## config.mk

```make
export PLATFORM = sky130hd
export DESIGN_NAME = pci_bus_arbiter_flat
export DESIGN_NICKNAME = d
export VERILOG_FILES = /design/src/rtl/pci_bus_arbiter_if.sv /design/src/rtl/pci_bus_arbiter.sv /design/src/flat_wrapper.sv
export SDC_FILE = /design/constraint.sdc
export NUM_CORES = 1
export LEC_CHECK = 0
export ABC_CLOCK_PERIOD_IN_PS = 6300
export BUFFER_PORTS_ARGS = -buffer_cell sky130_fd_sc_hd__buf_2
export CAP_MARGIN = 5
export CORE_MARGIN = 2
export CORE_UTILIZATION = 45
export DETAILED_ROUTE_END_ITERATION = 10
export RECOVER_POWER = 25
export SLEW_MARGIN = 40
export SYNTH_ARGS = -nofsm -noshare
export SYNTH_HDL_FRONTEND = slang
export SYNTH_SLANG_ARGS = --single-unit
```

## constraint.sdc

```tcl
create_clock -name CLK -period 6.3 [get_ports CLK]
set_input_delay 0.315 -clock CLK [delete_from_list [all_inputs] [get_ports CLK]]
set_output_delay 0.315 -clock CLK [all_outputs]
set_load 0.005 [all_outputs]
```

## src/rtl/pci_bus_arbiter_if.sv

```systemverilog
// rtl/pci_bus_arbiter_if.sv - PCI arbitration signal bundle shared by the arbiter and bus agents
//
// Signals (all active low, PCI naming):
//   FRAME  bus FRAME#, driven by the current initiator
//   IRDY   bus IRDY#, driven by the current initiator
//   REQ    REQ#[3:0], one per bus-master agent
//   GNT    GNT#[3:0], one per agent, driven by the arbiter
// Modports:
//   master  arbiter view: samples FRAME/IRDY/REQ, drives GNT
//   slave   agent/bus view: drives FRAME/IRDY/REQ, observes GNT
interface pci_bus_arbiter_if;
    logic       FRAME;
    logic       IRDY;
    logic [3:0] REQ;
    logic [3:0] GNT;

    modport master (
        input  FRAME,
        input  IRDY,
        input  REQ,
        output GNT
    );

    modport slave (
        output FRAME,
        output IRDY,
        output REQ,
        input  GNT
    );
endinterface

```

## src/rtl/pci_bus_arbiter.sv

```systemverilog
// rtl/pci_bus_arbiter.sv - four-agent round-robin PCI bus arbiter with parking and hidden arbitration
//
// Ports:
//   CLK    PCI clock, all state updates on the rising edge
//   RESET  asynchronous active-low reset (PCI RST#)
//   bus    pci_bus_arbiter_if.master: samples FRAME#/IRDY#/REQ#[3:0], drives registered GNT#[3:0]
// Parameters:
//   PARK_AGENT     agent parked on when nothing is requesting after reset
//   GRANT_TIMEOUT  idle-bus clocks a granted agent may sit on GNT# while another agent waits
module pci_bus_arbiter #(
    parameter int unsigned PARK_AGENT    = 0,
    parameter int unsigned GRANT_TIMEOUT = 16
) (
    input  logic              CLK,
    input  logic              RESET,
    pci_bus_arbiter_if.master bus
);

    localparam logic [1:0] ST_GAP     = 2'd0;
    localparam logic [1:0] ST_GRANTED = 2'd1;
    localparam logic [1:0] ST_BUSY    = 2'd2;

    localparam int unsigned    TW   = $clog2(GRANT_TIMEOUT) + 1;
    localparam logic [TW-1:0]  TMAX = TW'(GRANT_TIMEOUT - 1);

    logic [1:0]    state_q, state_d;
    logic [1:0]    owner_q, owner_d;
    logic [TW-1:0] timer_q, timer_d;
    logic [3:0]    gnt_q,   gnt_d;

    logic [1:0] winner;
    logic [1:0] idx;
    logic       found;
    logic       bus_idle;
    logic       other_req;

    assign bus_idle  = bus.FRAME & bus.IRDY;
    // Any agent other than the current owner driving REQ# low.
    assign other_req = |(~bus.REQ & ~(4'b0001 << owner_q));

    // Round-robin search starting just after the owner; the owner itself is
    // examined last, so with no requests at all the grant stays where it is.
    // Owner is reset to PARK_AGENT, so the first GAP parks there.
    always_comb begin
        winner = owner_q;
        found  = 1'b0;
        idx    = '0;
        for (int k = 1; k <= 4; k++) begin
            idx = owner_q + 2'(k);
            if (!found && !bus.REQ[idx]) begin
                winner = idx;
                found  = 1'b1;
            end
        end
    end

    always_comb begin
        state_d = state_q;
        owner_d = owner_q;
        timer_d = timer_q;
        gnt_d   = gnt_q;
        case (state_q)
            ST_GAP: begin
                owner_d = winner;
                timer_d = '0;
                gnt_d   = ~(4'b0001 << winner);
                state_d = ST_GRANTED;
            end
            ST_GRANTED: begin
                // FRAME# takes precedence over a revoke in the same clock.
                if (!bus.FRAME) begin
                    state_d = ST_BUSY;
                end else if (other_req && (bus.REQ[owner_q] || timer_q == TMAX)) begin
                    gnt_d   = 4'b1111;
                    state_d = ST_GAP;
                end else if (bus_idle && timer_q != TMAX) begin
                    timer_d = timer_q + TW'(1);
                end
            end
            ST_BUSY: begin
                // Hidden arbitration: pull GNT# while the transfer is still running.
                if (other_req) begin
                    gnt_d   = 4'b1111;
                    state_d = ST_GAP;
                end else if (bus_idle) begin
                    timer_d = '0;
                    state_d = ST_GRANTED;
                end
            end
            default: begin
                gnt_d   = 4'b1111;
                state_d = ST_GAP;
            end
        endcase
    end

    always_ff @(posedge CLK or negedge RESET) begin
        if (!RESET) begin
            state_q <= ST_GAP;
            owner_q <= 2'(PARK_AGENT);
            timer_q <= '0;
            gnt_q   <= 4'b1111;
        end else begin
            state_q <= state_d;
            owner_q <= owner_d;
            timer_q <= timer_d;
            gnt_q   <= gnt_d;
        end
    end

    assign bus.GNT = gnt_q;

endmodule

```

## src/flat_wrapper.sv

```systemverilog
// flat-port wrapper written by rule: the top's interface ports become plain ports
module pci_bus_arbiter_flat 
#(
    parameter int unsigned PARK_AGENT    = 0,
    parameter int unsigned GRANT_TIMEOUT = 16
)
  (CLK, RESET, bus_FRAME, bus_IRDY, bus_REQ, bus_GNT);
  pci_bus_arbiter_if bus_i ();
  input  logic CLK;
  input  logic RESET;
  input wire logic [$bits(bus_i.FRAME)-1:0] bus_FRAME;
  input wire logic [$bits(bus_i.IRDY)-1:0] bus_IRDY;
  input wire logic [$bits(bus_i.REQ)-1:0] bus_REQ;
  output wire logic [$bits(bus_i.GNT)-1:0] bus_GNT;
  assign bus_i.FRAME = bus_FRAME;
  assign bus_i.IRDY = bus_IRDY;
  assign bus_i.REQ = bus_REQ;
  assign bus_GNT = bus_i.GNT;
  pci_bus_arbiter #(.PARK_AGENT(PARK_AGENT), .GRANT_TIMEOUT(GRANT_TIMEOUT)) u_core (.CLK(CLK), .RESET(RESET), .bus(bus_i));
endmodule
```

# Yosys cells after proc, flatten, opt, wreduce, memory -nomap -nowiden
# Index checks and enable logic that the tools add are counted.
[word_totals] regBits=13 inputBits=8 out_inout_bits=4
[op_classes] n_addsub=4 order_cmp=4 eq_ne=13 shift=2 muxes=30 bitwise_logic=5 reduce_logical=17
[op_table] op="2-to-1 mux 5 bit" n=5
[op_table] op="2-to-1 mux 2 bit" n=8
[op_table] op="case mux 5 bit (3 select lines)" n=1
[op_table] op="< comparator 2 x 3 -> 1 bit, second input constant" n=4
[op_table] op="2-to-1 mux 4 bit" n=3
[op_table] op="NOT 4 bit" n=3
[op_table] op="case mux 4 bit (3 select lines)" n=1
[op_table] op="binary-select mux 1 bit (select 2 bit)" n=4
[op_table] op="!= test 2 x 1 -> 1 bit, second input constant" n=4
[op_table] op="<< shifter 1 x 2 -> 4 bit, first input constant" n=2
[op_table] op="2-to-1 mux 1 bit" n=7
[op_table] op="!= test 2 bit, second input constant" n=3
[op_table] op="case mux 2 bit (3 select lines)" n=1
[op_table] op="AND reduction 6 bit" n=1
[op_table] op="adder 5 x 1 -> 5 bit, second input constant" n=1
[op_table] op="equality test 5 x 4 -> 1 bit, second input constant" n=1
[op_table] op="logical AND 1 bit" n=5
[op_table] op="zero test 1 bit" n=5
[op_table] op="!= test 5 x 4 -> 1 bit, second input constant" n=1
[op_table] op="adder 2 bit, second input constant" n=2
[op_table] op="bitwise AND 4 bit" n=1
[op_table] op="OR reduction 4 bit" n=1
[op_table] op="!= test 3 x 1 -> 1 bit, second input constant" n=1
[op_table] op="!= test 3 x 2 -> 1 bit, second input constant" n=1
[op_table] op="other kinds (9)" n=9

# Longest topological paths before layout
# Gate-level depths: netlist (run 1).
[logic_depth] word_depth=15 depth_mapped=9 ltp_nobuf=7

# Worst setup path after synthesis (run 1)
# OpenSTA, ideal clock, no wires.
[synth_timing] path_type="reg-to-reg" startpoint="register u_core.owner_q[0]" endpoint="register u_core.owner_q[1]" setup_time_ps=125 arrival_ps=2060 setup_slack_ps=4114 path_stages_with_launch=9 path_buffers=2 synth_period_minus_slack_ps=2186 cell_sequence="dfrtp_1 -> buf_6 -> inv_1 -> ha_1 -> buf_4 -> mux4_2 -> nor4b_2 -> a31o_1 -> mux2_4"
[synth_via] elab_chain_len=12 elab_cells_between_ends=26
[synth_lines] element="from (decl)" line="pci_bus_arbiter.sv:27" source="logic [1:0] owner_q, owner_d;"
[synth_lines] element="from (signal assigned)" line="pci_bus_arbiter.sv:100" source="owner_q <= 2'(PARK_AGENT);"
[synth_lines] element="from (signal assigned)" line="pci_bus_arbiter.sv:105" source="owner_q <= owner_d;"
[synth_lines] element="adder 2 bit" line="pci_bus_arbiter.sv:49" source="idx = owner_q + 2'(k);"
[synth_lines] element="binary-select mux 1 bit (select 2 bit)" line="pci_bus_arbiter.sv:50" source="if (!found && !bus.REQ[idx]) begin"
[synth_lines] element="2-to-1 mux 1 bit (not written as such)" line="pci_bus_arbiter.sv:50"
[synth_lines] element="zero test 1 bit" line="pci_bus_arbiter.sv:50"
[synth_lines] element="logical AND 1 bit" line="pci_bus_arbiter.sv:50"
[synth_lines] element="2-to-1 mux 1 bit" line="pci_bus_arbiter.sv:50"
[synth_lines] element="zero test 1 bit" line="pci_bus_arbiter.sv:50"
[synth_lines] element="logical AND 1 bit" line="pci_bus_arbiter.sv:50"
[synth_lines] element="2-to-1 mux 1 bit" line="pci_bus_arbiter.sv:50"
[synth_lines] element="zero test 1 bit" line="pci_bus_arbiter.sv:50"
[synth_lines] element="logical AND 1 bit" line="pci_bus_arbiter.sv:50"
[synth_lines] element="2-to-1 mux 2 bit *" line="pci_bus_arbiter.sv:50"
# Mark *: on every way between the ends. The rest lies on a longest branch, timed or not. The select of a mux whose other input is x is not followed.
# A chain may end at the register's enable or synchronous reset.

# Final worst setup path (run 1)
# Same ends and word-level chain as after synthesis.

==> results by group, run 1 <==
Outcome
  • Outcome: complete, no violations

Finish
  • Layout cells sized above 1: 23.0%
  • Ant diodes: 0
  • Sequential Area: 330 um^2
  • Fillers: 214
  • Non-Filler Instances: 141
  • Commonest non-fill, non-tap cells in the layout: nand2_1, buf_2, dfrtp_1, o21ai_0
  • Multi-input logic area: 619 um^2
  • Synthesis-to-layout area growth: 6.54%
  • Commonest non-fill, non-tap cell in the layout: nand2_1
  • Fin nets: 128

Logic synthesis
  • Synth Register Bits: 13
  • Post-synth EDFFs: 0
  • Post-synth top area share: 21.8%
  • Yosys top cell by area: dfrtp_1
  • Mapped Cells: 103
  • Async set-reset flop share out of synthesis: 100%
  • Cell variety after synth: 38
  • Synth top area cells: dfrtp_1, dfstp_2, ha_1, mux4_1, buf_6
  • Register area share after synthesis: 32.0%
  • Top FF cell, synth: dfrtp_1
  • Synth Area per Inst: 10.0 um^2
  • Synthesized net count: 117
  • Syn Std Cell Area: 1030 um^2
  • Synth warn: 0

Detailed routing
  • DR pass1 iterations: 4
  • Routed wire length: 2.01 mm
  • Initial DRC Count: 12
  • Vias per cell: 5.91
  • Wirelength per Cell: 14.2 um
  • Post-route ant nets: 0
  • DRC viols: 0
  • Via count: 834

Setup path
  • WP buf/inv: 1
  • CP endpoint kind: flip-flop
  • CP Cell Sequence: inv_1, ha_1, mux4_2, nor4b_2, a31o_1, mux2_4
  • CP delay by family, top: flip-flops
  • WP data required: 6.46 ns
  • Crit Path Max Fanout: 15
  • Critical Setup Path Class: flip-flop to flip-flop
  • Worst path max stage delay: 0.71 ns
  • Arr. time, crit path: 2.76 ns
  • Slowest stage cell, crit path: dfrtp_1
  • Critical Path Source Type: flip-flop

Min path
  • Worst min-delay path class: primary input to flip-flop

GRT
  • Largest net degree at the start of global routing: 16
  • Vias in the first global route: 733
  • Initial antenna violation count: 0
  • All-layer global routing usage: 17.7%
  • First-pass GRT wire length: 3.46 mm
  • GR Overflow Total: 0

CTS
  • Clock Sinks: 13
  • Clock-pin slew on the worst setup and hold paths: 0.08 ns
  • Clock Latency Late Sink: 0.28 ns
  • CTS max path bufs: 2
  • CTS Buf Count: 3
  • H-tree depth reported by CTS: 1
  • Root Buffer: clkbuf_4
  • # resized after CTS: 0
  • CTS tree: built

STA
  • Worst Tran Pin Value: 0.705 ns
  • Fmax: 0.385 GHz
  • Slew Viols, Final: 0
  • Crit share post-route: 41.2%
  • RSZ-0062 raised after global routing: false
  • Clk_skew: 0.00491 ns
  • Post-layout minimum cycle time: 2.60 ns
  • Normalized max-slew margin: 53.0%
  • TNS Setup: 0 ns
  • Final hold vios: 0
  • Setup-failing EPs final: 0

Floorplan
  • Core Region: 2190 um^2
  • Initial core utilization: 47.2%
  • Die Y: 51.9 um
  • Io pins: 12
  • FP Rows: 17
  • Die width: 51.9 um
  • Die area: 2700 um^2

Pwr
  • Worst vdd ir: 250 uV
  • Lkg Pwr: 0.471 nW
  • Total power: 0.000517 W
  • Cell Pwr Density: 470 nW/um^2

Place
  • GP Congestion: 0.770
  • Port bufs: 11
  • DP HPWL: 1.46 mm
  • DP Cell Count: 136

Run
  • Max-cap violations: 0
==> per-layer routing <==
metal / vias up / global-route usage, % / wire, um
li1: 409 / - / -
met1: 406 / 26.5 / 1020
met2: 17 / 25.1 / 887
met3: 2 / 5.17 / 90
met4: 0 / 3.95 / 12
met5: - / 0 / 0
==> synthesized netlist by cell type, types with 2 or more instances <==
library cell,number
mux4_2,2
o221ai_1,2
mux2_4,2
dfstp_2,4
nand2b_1,3
buf_6,4
nand2_1,11
nor2_1,6
o22ai_1,4
o22a_1,2
and3_1,2
nor2b_1,2
o21ai_2,2
a2bb2oi_1,2
inv_1,6
o21ai_0,8
mux4_1,2
nand3_1,2
dfrtp_1,9
mux2i_1,3
o31ai_1,2
ha_1,6
a21boi_0,2
==> cells by family after synthesis <==
family	share of synthesized area, %
AND/OR/NAND/NOR	13.3
adder cells (fa/ha/maj)	7.26
flip-flops	32.0
buffers and inverters	8.11
multiplexers	15.3
AO/OA/AOI/OAI	24.1
==> repair_timing <==
action / in CTS / in global routing
endpoints found under the hold margin: 9 / 0
buffers inserted: 0 / 0
hold buffers: 1 / 0
==> through the flow <==
step	util [%]	instance area [um^2]	setup slack [ns]	hold WS, ns
final	50.3	1100	3.70	0.270
after global placement	48.7	1070	3.86	0.224
after detailed placement	48.7	1070	3.75	0.223
after global routing	50.3	1100	3.56	0.257
after floorplan	-	1030	4.11	0.0194
after CTS	50.3	1100	3.74	0.254
==> sequential cells by signal, summed over array words and instances, names as in the netlist <==
| register | cells |
|---|---|
| u_core.timer_q | 5 |
| u_core.owner_q | 2 |
| u_core.bus.GNT | 4 |
| u_core.state_q | 2 |
==> path summary, 6_finish.rpt <==
check | start | end | slack (ns) | depth (start not counted)
worst max-delay path | u_core.owner_q[0] | u_core.owner_q[1] | 3.70 | 6
worst min-delay path | bus_FRAME | u_core.state_q[1] | 0.27 | 2
worst max register to register | u_core.owner_q[0] | u_core.owner_q[1] | 3.70 | 6
worst min register to register | u_core.timer_q[3] | u_core.timer_q[3] | 0.48 | 1
max in group asynchronous | RESET | u_core.owner_q[1] | 5.26 | 2
min in group asynchronous | RESET | u_core.timer_q[2] | 0.59 | 2
==> power breakdown <==
| part | internal (W) | leakage, nW | switching [W] |
|---|---|---|---|
| clock network | 0.0000246 | 0.0150 | 0.0000272 |
| registers | 0.000115 | 0.160 | 0.0000422 |
| logic | 0.000146 | 0.296 | 0.000163 |
| total | 0.000285 | 0.471 | 0.000232 |
==> cell type report <==
class / instances / share of cell area [%]
well taps: 28 / 3.18
multi-input cells: 77 / 56.2
flip-flops and latches: 13 / 30.0
inverters: 7 / 2.39
repair buffers: 12 / 5.80
clock buffers: 4 / 2.39
Power figures use the tool's default switching activity.
==> inputs of run 2 (changes only) <==
--- a/config.mk
+++ b/config.mk
@@ -5,12 +5,13 @@
 export SDC_FILE = /design/constraint.sdc
 export NUM_CORES = 1
 export LEC_CHECK = 0
-export ABC_CLOCK_PERIOD_IN_PS = 6300
+export ABC_CLOCK_PERIOD_IN_PS = 2200
 export BUFFER_PORTS_ARGS = -buffer_cell sky130_fd_sc_hd__buf_2
 export CAP_MARGIN = 5
 export CORE_MARGIN = 2
 export CORE_UTILIZATION = 45
 export DETAILED_ROUTE_END_ITERATION = 10
+export PLACE_DENSITY = 0.67
 export RECOVER_POWER = 25
 export SLEW_MARGIN = 40
 export SYNTH_ARGS = -nofsm -noshare
==> constraint.sdc (replaced) <==
create_clock -name CLK -period 2.2 [get_ports CLK]
set_input_delay 0.11 -clock CLK [delete_from_list [all_inputs] [get_ports CLK]]
set_output_delay 0.11 -clock CLK [all_outputs]
set_load 0.005 [all_outputs]
==> run 2 against run 1 <==
Effect of this change: setup slack lost 3.5 ns; non-clock buffer count is 4 higher; fmax is 28% higher; clock power rose to 3.0 times the previous value; final cell count grew 2.8%; critical path depth stayed put; flip-flop and latch count did not move; worst hold slack got worse by 0.21 ns; utilization increased by 1.7 points; global-route usage increased by 0.66 points.
==> results by group, run 2 (synthesis results as in run 1) <==
Pwr
  • Lkg Pwr: 0.495 nW (+5.1%)
  • Worst vdd ir: 752 uV (+200%)
  • Cell Pwr Density: 1370 nW/um^2 (+190%)

Detailed routing
  • Post-route ant nets: 0 (unchanged)
  • DRC viols: 0 (unchanged)
  • Wirelength per Cell: 14.6 um (+2.6%)
  • Vias per cell: 5.89 (-0.43%)
  • DR pass1 iterations: 4 (unchanged)
  • Routed wire length: 2.12 mm (+5.5%)
  • Initial DRC Count: 11 (-1)
  • Via count: 854 (+2.4%)

Finish
  • Ant diodes: 0 (unchanged)
  • Commonest non-fill, non-tap cells in the layout: nand2_1, buf_2, dfrtp_1, o21ai_0
  • Synthesis-to-layout area growth: 10.0%
  • Post-route cell area: 1140 um^2 (+3.3%)
  • Sequential Area: 330 um^2 (unchanged)
  • Commonest non-fill, non-tap cell in the layout: nand2_1
  • Fin nets: 132 (+3.1%)
  • Layout cells sized above 1: 27.4% (+4.3 points)
  • Max reg flops: 5 (unchanged)
  • Fillers: 203 (-5.1%)
  • Most flop-heavy register: u_core.timer_q
  • Multi-input logic area: 624 um^2 (+0.81%)
  • Layout Utilization: 51.9% (+1.7 points)

CTS
  • CTS tree: built
  • CTS Buf Count: 3 (unchanged)
  • Clock Latency Late Sink: 0.28 ns (about the same)
  • Postcts setup bufs: 0 (unchanged)
  • Clock Sinks: 13 (unchanged)
  • Root Buffer: clkbuf_4
  • H-tree depth reported by CTS: 1 (unchanged)
  • Clock-pin slew on the worst setup and hold paths: 0.09 ns (about the same)
  • CTS max path bufs: 2 (unchanged)

Setup path
  • Arr. time, crit path: 2.21 ns (-0.55 ns)
  • CP Cell Sequence: inv_1, ha_1, mux4_2, nor4b_2, a31o_1, mux2_4
  • Slowest stage cell, crit path: ha_1
  • Critical Path Source Type: flip-flop
  • Crit Path Max Fanout: 9 (-6)
  • WP data required: 2.37 ns (-4.09 ns)
  • Worst path max stage delay: 0.43 ns (-0.28 ns)
  • Critical Setup Path Class: flip-flop to flip-flop
  • CP endpoint kind: flip-flop

Place
  • GP Congestion: 0.746 (-3.1%)
  • Post-placement setup slack: 0.174 ns (-3.58 ns)
  • Cell Area, Placed: 1100 um^2 (+2.8%)
  • DP HPWL: 1.62 mm (+10%)
  • Port bufs: 11 (unchanged)

STA
  • Crit share post-route: 92.4% (+51 points)
  • Post-layout minimum cycle time: 2.03 ns (-0.566 ns)
  • Final worst slack: 0.168 ns (-3.53 ns)
  • RSZ-0062 raised after global routing: false
  • TNS Setup: 0 ns (unchanged)
  • Worst Tran Pin Value: 0.712 ns (+0.00703 ns)
  • Clk_skew: 0.00107 ns (-0.00384 ns)
  • Setup-failing EPs final: 0 (unchanged)
  • Slew Viols, Final: 0 (unchanged)
  • Final hold vios: 0 (unchanged)
  • Fmax: 0.492 GHz (+28%)
  • Normalized max-slew margin: 52.5% (-0.47 points)

GRT
  • GR Overflow Total: 0 (unchanged)
  • Initial antenna violation count: 0 (unchanged)
  • Vias in the first global route: 801 (+9.3%)
  • Largest net degree at the start of global routing: 14 (-2)
  • All-layer global routing usage: 18.4% (+0.66 points)
  • First-pass GRT wire length: 3.62 mm (+4.4%)

Floorplan
  • Io pins: 12 (unchanged)
  • Die area: 2700 um^2 (unchanged)
  • Die Y: 51.9 um (unchanged)
  • Core Region: 2190 um^2 (unchanged)
  • Initial core utilization: 47.2% (unchanged)
  • FP Rows: 17 (unchanged)
  • Die width: 51.9 um (unchanged)

Outcome
  • Outcome: complete, no violations

Min path
  • Worst min-delay path class: primary input to flip-flop

Run
  • Max-cap violations: 0 (unchanged)
==> run 2: cell count changes in the layout (fill, tap and decap cells not counted), sizes merged <==
cell,change
buf,+4
clkinv,+1
clkbuf,-1
==> run 2: routing by layer <==
metal,GRT usage (%),part of all wire [%],up-vias
li1,-,-,422
met1,23.7,47,413
met2,28.9,49,17
met3,6.32,3.9,2
met4,5.70,0.43,0
met5,0,0,-
==> run 2: critical path: cells and delay by family (launching register included) <==
family,cells,cell delay (ns)
and+or+nand+nor,1,0.19
AOI/OAI and AO/OA,1,0.22
DFF,1,0.38
muxes,2,0.65
adders and majority gates,1,0.43
buffers and inverters,1,0.06
==> run 2: report_power, final <==
group          switching, W  total, W  internal, W
logic              0.000550   0.00101     0.000463
registers         0.0000581  0.000388     0.000330
clock network     0.0000871  0.000155    0.0000675
==> run 2: final timing paths <==
path                              startpoint           endpoint  slack (ns)  cells after the start
setup reg to reg           u_core.owner_q[0]  u_core.owner_q[1]        0.17                      6
hold reg to reg            u_core.timer_q[3]  u_core.timer_q[3]        0.49                      1
min in group asynchronous              RESET  u_core.state_q[1]        0.38                      2
max in group asynchronous              RESET  u_core.timer_q[0]        1.37                      2
setup / recovery           u_core.owner_q[0]  u_core.owner_q[1]        0.17                      6
hold / removal                     bus_FRAME  u_core.state_q[1]        0.06                      2
==> run 2: repair_timing <==
item / 4_1_cts / 5_1_grt
setup endpoints to repair: 0 / 1
hold buffers: 1 / 0
endpoints found under the hold margin: 13 / 0
resized for setup: 0 / 1
==> run 2: final cells by class <==
cell class	count	share of cell area, %
multi-input cells	77	54.9
flip-flops and latches	13	29.0
repair buffers	16	8.25
well taps	28	3.08
inverters	7	2.31
clock buffers	3	1.98
clock inverters	1	0.440
==> run 2: metrics by stage <==
step / power, W / hold WS, ns / std cells
after detailed placement: 0.00140 / 0.0165 / 140
after global placement: 0.00136 / 0.0120 / 140
after CTS: 0.00156 / 0.0573 / 145
final: 0.00156 / 0.0619 / 145
after global routing: 0.00170 / 0.0825 / 145
after floorplan: 0.00121 / -0.186 / 103
==> inputs of run 3 (changes only) <==
--- a/config.mk
+++ b/config.mk
@@ -11,7 +11,7 @@
 export CORE_MARGIN = 2
 export CORE_UTILIZATION = 45
 export DETAILED_ROUTE_END_ITERATION = 10
-export PLACE_DENSITY = 0.67
+export PLACE_DENSITY = 0.65
 export RECOVER_POWER = 25
 export SLEW_MARGIN = 40
 export SYNTH_ARGS = -nofsm -noshare
==> run 3 against run 2 <==
Effect of this change: worst hold slack improved by 0.031 ns; final cell count shrank 0.69%; utilization down 0.63 points; clock power shrank 5%; setup slack better by 0.0041 ns; fmax increased by 0.20%; critical path type unchanged.
==> results by group, run 3 (synthesis results as in run 1) <==
Finish
  • Fillers: 211 (+3.9%)
  • Fin nets: 131 (-0.76%)
  • Sequential Area: 330 um^2 (unchanged)
  • Max reg flops: 5 (unchanged)
  • Most flop-heavy register: u_core.timer_q
  • Ant diodes: 0 (unchanged)
  • Synthesis-to-layout area growth: 8.72%
  • Multi-input logic area: 619 um^2 (-0.80%)
  • Commonest non-fill, non-tap cell in the layout: nand2_1
  • Layout cells sized above 1: 25.0% (-2.4 points)
  • Commonest non-fill, non-tap cells in the layout: nand2_1, buf_2, dfrtp_1, o21ai_0

GRT
  • Largest net degree at the start of global routing: 15 (+1)
  • Initial antenna violation count: 0 (unchanged)
  • GR Overflow Total: 0 (unchanged)
  • All-layer global routing usage: 17.1% (-1.4 points)
  • Vias in the first global route: 771 (-3.7%)
  • First-pass GRT wire length: 3.48 mm (-3.6%)

STA
  • Normalized max-slew margin: 51.6% (-0.99 points)
  • Fmax: 0.493 GHz (+0.20%)
  • Clk_skew: 0.00663 ns (+0.00555 ns)
  • Final hold vios: 0 (unchanged)
  • Crit share post-route: 92.2% (-0.19 points)
  • TNS Setup: 0 ns (unchanged)
  • Worst Tran Pin Value: 0.727 ns (+0.0149 ns)
  • RSZ-0062 raised after global routing: false
  • Slew Viols, Final: 0 (unchanged)
  • Post-layout minimum cycle time: 2.03 ns (-0.00413 ns)
  • Final worst slack: 0.172 ns (+0.00414 ns)
  • Setup-failing EPs final: 0 (unchanged)

Setup path
  • CP endpoint kind: flip-flop
  • Arr. time, crit path: 2.17 ns (-0.04 ns)
  • FF-to-FF path depth: 7 (+1)
  • Critical Setup Path Class: flip-flop to flip-flop
  • WP buf/inv: 0 (-1)
  • WP depth: 7 (+1)
  • WP data required: 2.35 ns (-0.02 ns)
  • Critical Path Source Type: flip-flop
  • Worst path max stage delay: 0.41 ns (-0.02 ns)
  • CP delay by family, top: simple AND/OR/NAND/NOR gates
  • Slowest stage cell, crit path: dfrtp_1
  • Crit Path Max Fanout: 7 (-2)
  • CP Cell Sequence: ha_1, and3_1, ha_1, nor3_1, a22oi_2, o21ai_0, o21ai_0

CTS
  • Hold_buf cts: 1 (unchanged)
  • CTS max path bufs: 2 (unchanged)
  • Postcts setup bufs: 0 (unchanged)
  • # resized after CTS: 0 (unchanged)
  • CTS tree: built
  • Clock-pin slew on the worst setup and hold paths: 0.08 ns (about the same)
  • CTS Buf Count: 3 (unchanged)
  • Clock Latency Late Sink: 0.27 ns (about the same)
  • Clock Sinks: 13 (unchanged)
  • Root Buffer: clkbuf_4
  • H-tree depth reported by CTS: 1 (unchanged)

Detailed routing
  • Via count: 839 (-1.8%)
  • Vias per cell: 5.83 (-1.1%)
  • DR pass1 iterations: 4 (unchanged)
  • Post-route ant nets: 0 (unchanged)
  • Initial DRC Count: 23 (+12)
  • Wirelength per Cell: 14.5 um (-0.92%)
  • DRC viols: 0 (unchanged)
  • Routed wire length: 2.08 mm (-1.6%)

Floorplan
  • Die width: 51.9 um (unchanged)
  • FP Rows: 17 (unchanged)
  • Die Y: 51.9 um (unchanged)
  • Io pins: 12 (unchanged)
  • Initial core utilization: 47.2% (unchanged)
  • Die area: 2700 um^2 (unchanged)
  • Core Region: 2190 um^2 (unchanged)

Place
  • DP HPWL: 1.59 mm (-1.8%)
  • Post-placement setup slack: 0.191 ns (+0.0172 ns)
  • Port bufs: 11 (unchanged)
  • GP Congestion: 0.781 (+4.6%)

Pwr
  • Switch Pwr: 0.000678 W (-2.5%)
  • Comb power frac: 65.3% (+0.2 points)
  • Cell Pwr Density: 1360 nW/um^2 (-0.57%)
  • Clk pwr share: 9.6% (-0.3 points)
  • Seq pwr share: 25.0% (about the same)
  • Power Internal: 0.000851 W (-1.2%)
  • Lkg Pwr: 0.486 nW (-1.9%)
  • Sw Share: 44.3% (-0.34 points)
  • Worst vdd ir: 630 uV (-16%)

Min path
  • Worst Hold Depth: 2 (unchanged)
  • Worst min-delay path class: primary input to flip-flop

Run
  • Max-cap violations: 0 (unchanged)

Outcome
  • Outcome: complete, no violations
-- run 3: path summary, 6_finish.rpt --
kind,from,endpoint,slack [ns]
min in group asynchronous,RESET,u_core.state_q[1],0.39
min,bus_FRAME,u_core.state_q[1],0.09
max in group asynchronous,RESET,u_core.timer_q[1],1.34
max,u_core.timer_q[0],u_core.timer_q[2],0.17
min reg2reg,u_core.timer_q[3],u_core.timer_q[3],0.48
max reg2reg,u_core.timer_q[0],u_core.timer_q[2],0.17
-- run 3: cell type report --
type                    instances  share of cell area [%]
multi-input cells              77                    55.1
flip-flops and latches         13                    29.4
repair buffers                 15                    7.68
well taps                      28                    3.12
clock buffers                   4                    2.34
inverters                       7                    2.34
-- run 3: metrics by stage --
stage	power (W)	hold slack (ns)	area, um^2	utilization (%)	cells
floorplan	0.00121	-0.186	1030	-	103
global placement	0.00136	0.0139	1090	49.7	139
detailed placement	0.00138	0.0193	1090	49.7	139
CTS	0.00154	0.0823	1120	51.3	144
global route	0.00167	0.0794	1120	51.3	144
finish	0.00153	0.0925	1120	51.3	144
-- run 3: power groups by stage --
stage	Combinational [W]	Clock [W]	Sequential (W)
3_5_place_dp	0.000996	0	0.000387
3_3_place_gp	0.000979	0	0.000384
4_1_cts	0.00101	0.000154	0.000384
2_1_floorplan	0.000811	0	0.000397
5_1_grt	0.00111	0.000168	0.000392
6_report	0.000999	0.000147	0.000383
-- run 3: metal layers --
layer / wire length, um / vias up / track usage [%]
met5: 0 / - / 0
met4: 0 / 0 / 3.95
met2: 968 / 15 / 26.4
li1: - / 415 / -
met3: 63 / 0 / 2.59
met1: 1050 / 409 / 24.9
-- run 3: worst register-to-register path, delay by kind of cell (launching register included) --
family | cells | cell delay [ns]
and+or+nand+nor | 2 | 0.55
DFF | 1 | 0.41
adders and majority gates | 2 | 0.44
AOI/OAI and AO/OA | 3 | 0.51
